--- config.mk ---
export PLATFORM = sky130hd
export DESIGN_NAME = carregador_instrucoes
export DESIGN_NICKNAME = d
export VERILOG_FILES = /design/src/rtl/carregador_instrucoes.sv
export SDC_FILE = /design/constraint.sdc
export NUM_CORES = 2
export LEC_CHECK = 0
export ABC_AREA = 1
export BUFFER_PORTS_ARGS = -buffer_cell sky130_fd_sc_hd__buf_4
export CAP_MARGIN = 20
export CELL_PAD_IN_SITES_DETAIL_PLACEMENT = 0
export CELL_PAD_IN_SITES_GLOBAL_PLACEMENT = 1
export CORE_ASPECT_RATIO = 1.4
export CORE_MARGIN = 3
export CORE_UTILIZATION = 56
export DETAILED_ROUTE_END_ITERATION = 16
export PLACE_DENSITY = 0.94
export SLEW_MARGIN = 20
export SYNTH_ARGS = -nofsm -noshare
export SYNTH_HDL_FRONTEND = slang
export SYNTH_SLANG_ARGS = --single-unit
export TNS_END_PERCENT = 30
--- constraint.sdc ---
create_clock -name Clock -period 3.9 [get_ports Clock]
set_clock_uncertainty 0.15 [all_clocks]
set_input_delay 0 -clock Clock [delete_from_list [all_inputs] [get_ports Clock]]
set_output_delay 0 -clock Clock [all_outputs]
set_load 0.05 [all_outputs]
--- src/rtl/carregador_instrucoes.sv ---
// Instruction memory with a length-prefixed, checksummed program loader.
// The core is held in reset until a loaded program verifies; then words are read combinationally.
module carregador_instrucoes #(
  parameter int          PROFUNDIDADE = 256,
  parameter logic [7:0]  INSTR_PADRAO = 8'h00
) (
  input  logic       Clock,
  input  logic       Reset,
  input  logic       CargaValido,
  input  logic [7:0] CargaDado,
  output logic       CargaPronto,
  input  logic [7:0] Endereco,
  output logic [7:0] InstrucaoLida,
  output logic       ResetProcessador,
  output logic       Executando,
  output logic       ErroCarga,
  output logic [2:0] estado_dbg
);

  // Handshake: a loader byte moves on a rising edge where CargaValido and
  // CargaPronto are both 1; CargaPronto depends on state only.
  typedef enum logic [2:0] {
    ESPERA_TAMANHO = 3'd0,
    CARGA          = 3'd1,
    VERIFICA       = 3'd2,
    EXECUTA        = 3'd3,
    ERRO           = 3'd4
  } estado_t;

  estado_t    estado_q, estado_d;
  logic [8:0] cont_q, cont_d;
  logic [8:0] tam_q, tam_d;
  logic [7:0] soma_q, soma_d;
  logic       erro_q, erro_d;
  logic       escreve;
  logic       transf;
  logic [7:0] mem_q [PROFUNDIDADE];

  assign CargaPronto      = (estado_q == ESPERA_TAMANHO) || (estado_q == CARGA) ||
                            (estado_q == VERIFICA);
  assign Executando       = (estado_q == EXECUTA);
  assign ResetProcessador = !Executando;
  assign ErroCarga        = erro_q;
  assign estado_dbg       = 3'(estado_q);
  assign transf           = CargaValido && CargaPronto;

  // Only words inside the current program length are visible; stale words stay hidden.
  assign InstrucaoLida = (Executando && ({1'b0, Endereco} < tam_q)) ? mem_q[Endereco]
                                                                    : INSTR_PADRAO;

  always_comb begin
    estado_d = estado_q;
    cont_d   = cont_q;
    tam_d    = tam_q;
    soma_d   = soma_q;
    erro_d   = erro_q;
    escreve  = 1'b0;
    case (estado_q)
      ESPERA_TAMANHO: begin
        if (transf) begin
          // A length byte of zero encodes a full 256-word program.
          tam_d    = {(CargaDado == 8'h00), CargaDado};
          cont_d   = 9'd0;
          soma_d   = 8'd0;
          estado_d = CARGA;
        end
      end
      CARGA: begin
        if (transf) begin
          escreve = 1'b1;
          soma_d  = soma_q + CargaDado;
          cont_d  = cont_q + 9'd1;
          if ((cont_q + 9'd1) == tam_q) estado_d = VERIFICA;
        end
      end
      VERIFICA: begin
        if (transf) begin
          if (CargaDado == soma_q) begin
            estado_d = EXECUTA;
          end else begin
            estado_d = ERRO;
            erro_d   = 1'b1;
          end
        end
      end
      default: ;
    endcase
  end

  always_ff @(posedge Clock) begin
    if (Reset) begin
      estado_q <= ESPERA_TAMANHO;
      cont_q   <= 9'd0;
      tam_q    <= 9'd0;
      soma_q   <= 8'd0;
      erro_q   <= 1'b0;
    end else begin
      estado_q <= estado_d;
      cont_q   <= cont_d;
      tam_q    <= tam_d;
      soma_q   <= soma_d;
      erro_q   <= erro_d;
    end
  end

  // Memory is not cleared by Reset; a byte arriving with Reset is dropped.
  always_ff @(posedge Clock) begin
    if (escreve && !Reset) mem_q[cont_q[7:0]] <= CargaDado;
  end

endmodule

==> summary.md <==
| Metric | Value |
|---|---|
| Required time of the worst setup path | `3.75 ns` |
| Fmax | `0.297 GHz` |
| Drt pass-1 iters | `9` |
| Pin count of the biggest net entering global routing | `162` |
| Status | `complete, no violations` |
| Reg power frac | `55.2%` |
| FFs w/ async S/R, synth | `0%` |
| Via count | `57000` |
| Internal power | `34.6 mW` |
| Clk pwr share | `38.5%` |
| Initial antenna violation count | `3` |
| Chip height | `467 µm` |
| Number of synthesized flops with an enable pin | `2048` |
| Tcrit/Tclk final | `86.2%` |
| Port bufs | `33` |
| Static Leak | `32.3 nW` |
| Sequential area share after synthesis | `73.0%` |
| # setup viols final | `0` |
| Longest Clk Path Bufs | `3` |
| Commonest cells after routing, fill and taps aside | `2135 x nand2_1, 2048 x edfxtp_1, 2022 x nand3_1` |
| Share of cells above drive strength 1 | `6.76%` |
| Syn Area/Cell | `11.8 µm²` |
| Vias in the first global route | `55500` |
| Placement Rows | `168` |
| Min cycle time layout | `3.36 ns` |
| CP cell instances | `inv_1 > ha_1 > a21oi_1 > o21ai_0 > a2111oi_4 > nand2_1 > nor2_1 > buf_4` |
| Cts bufs inserted | `176` |
| Slew headroom | `31.3%` |
| Slew @ Worst Pin | `1.03 ns` |
| Post-DP HPWL | `133000 µm` |
| Number of remaining DRC errors | `0` |
| Post-CTS Setup Bufs | `0` |
| Syn_nets | `7273` |
| Crit Path Max Fanout | `8` |
| Die Wd | `335 µm` |
| Overflow after GRT | `0` |
| Initial core utilization | `56.6%` |
| Setup TNS | `0 ns` |
| Via density | `6.17` |
| GP Congestion | `0.898` |
| Crit Path Class | `reg2out` |
| Worst-Skew Late Latency | `0.80 ns` |
| WL final | `226000 µm` |
| Setup ws final | `0.537 ns` |
| Syn-to-layout area delta | `9.43%` |
| Post-synth top flop | `edfxtp_1` |
| Switch share | `22.1%` |
| Clock sink total | `2078` |
| Root Buffer | `clkbuf_16` |
| Dpl ws | `0.713 ns` |
| CP arrival | `3.21 ns` |
| Ports | `34` |
| Top Family by Delay on Critical Path | `compound AO/OA/AOI/OAI gates` |
| Worst setup EP type | `output port` |
| Ys Warns | `0` |
| Crit path launch type | `register` |
| Switching power total | `9.83 mW` |
| Seq cells post-synth | `2078` |
| Fin. max-slew vios | `0` |
| RSZ-0062 raised after global routing | `no` |
| # H-tree levels | `4` |
| First-pass GRT wire length | `336000 µm` |
| Max_cap viols | `0` |
| Mapped Area | `0.0851 mm²` |
| Max incr delay on CP | `0.63 ns` |
| Combinational share of power | `6.3%` |
| Iter 0 DRT Violations | `7381` |
| CTS tree | `built` |
| Core box area | `0.150 mm²` |
| Global Route Usage Sum | `28.7%` |
| Count of different cell masters after synthesis | `40` |
| Commonest non-fill, non-tap cell in the layout | `nand2_1` |
| Hold WC Path Type | `in2reg` |
| Worst Path Buf+Inv | `2` |
| Post-Syn Instances | `7235` |
| Clk slew on worst S/H paths | `0.06 ns` |
| PD cells | `477 mW/mm²` |
| CP max stage cell | `a2111oi_4` |
| Peak supply drop | `424 µV` |
| DR WL/cell | `24.4 µm` |
| Die area | `0.157 mm²` |
| Nets | `7174` |
| Final hold violation count | `0` |
| Antenna Nets Post-Route | `0` |
==> synthesized netlist by cell type, drive strengths merged (2+ instances only) <==
cell type | count | area (µm²)
edfxtp | 2048 | 61500
nor3 | 7 | 57.6
o22ai | 3 | 18.8
o21ai | 23 | 115
dfxtp | 30 | 601
ha | 18 | 225
nor2 | 311 | 1210
nand3 | 2030 | 10200
xor2 | 5 | 43.8
nand4 | 10 | 62.6
clkinv | 2 | 7.51
a21oi | 29 | 145
nand2 | 2155 | 8180
o32ai | 4 | 35.0
buf | 368 | 1920
nor4 | 4 | 25.0
inv | 54 | 208
clkbuf | 123 | 462
==> per-layer routing <==
layer	share of wire (%)	up-vias	GRT usage [%]	routed length, µm
met1	34	27600	35.1	77500
met4	6.9	0	18.0	15700
li1	-	25500	-	-
met3	9.5	746	4.84	21500
met2	49	3246	47.8	111000
met5	0	-	0	0
==> power by group through the flow <==
stage / combinational [mW] / clock [mW] / sequential, mW
final: 2.81 / 17.1 / 24.5
after global routing: 3.01 / 18.0 / 24.5
after CTS: 2.76 / 17.2 / 24.5
after detailed placement: 2.74 / 0 / 25.0
after global placement: 2.69 / 0 / 25.0
after floorplan: 1.51 / 0 / 25.0
==> state kept, by name, summed over array words and instances, names as in the netlist <==
| name | count |
|---|---|
| tam_q | 9 |
| estado_dbg | 3 |
| soma_q | 8 |
| ErroCarga | 1 |
| mem_q | 2048 |
| cont_q | 9 |
==> cell families after synthesis <==
kind of cell | count (synthesis) | share of synthesized area (%)
AND/OR/NAND/NOR | 4522 | 23.2
flip-flops | 2078 | 73.0
buffers and inverters | 547 | 3.05
AO/OA/AOI/OAI | 64 | 0.438
adder cells (fa/ha/maj) | 19 | 0.288
XOR/XNOR | 5 | 0.0515
==> metrics by stage <==
step           area, µm²  total power [mW]  utilization, %  instances  hold WS [ns]
6_report           93100              44.4            62.0       9242        0.0377
5_1_grt            93100              45.5            62.0       9237        0.0381
4_1_cts            93100              44.5            61.9       9236        0.0147
3_5_place_dp       87400              27.8            58.2       8896         0.196
3_3_place_gp       87400              27.7            58.2       8896         0.191
2_1_floorplan      85100              26.5               -       7235       -0.0511
==> area by class of cell <==
cell class	count	area, µm²
tap	1955	2450
multi-input combinational	4610	20500
sequential	2078	62100
timing repair buffer	214	2290
inverter	56	254
clock buffer	237	4800
antenna	6	15.0
fill	10900	57200
clock inverter	86	733
==> final timing paths <==
path / startpoint / endpoint / slack [ns] / cells after the start
setup / recovery: tam_q[2]$_SDFFE_PP0P_ / InstrucaoLida[0] / 0.54 / 8
hold / removal: CargaDado[4] / mem_q[208][4]$_DFFE_PP_ / 0.04 / 2
setup reg to reg: estado_dbg[0]$_SDFFE_PP0P_ / mem_q[96][3]$_DFFE_PP_ / 0.70 / 7
hold reg to reg: ErroCarga$_SDFFE_PP0P_ / ErroCarga$_SDFFE_PP0P_ / 0.30 / 2
==> repair_timing <==
| action | in CTS | in global routing |
|---|---|---|
| hold endpoints to repair | 1556 | 0 |
| gates resized for setup | 0 | 0 |
| hold buffers | 17 | 0 |
Note: power is estimated with default switching activity, not from simulation.
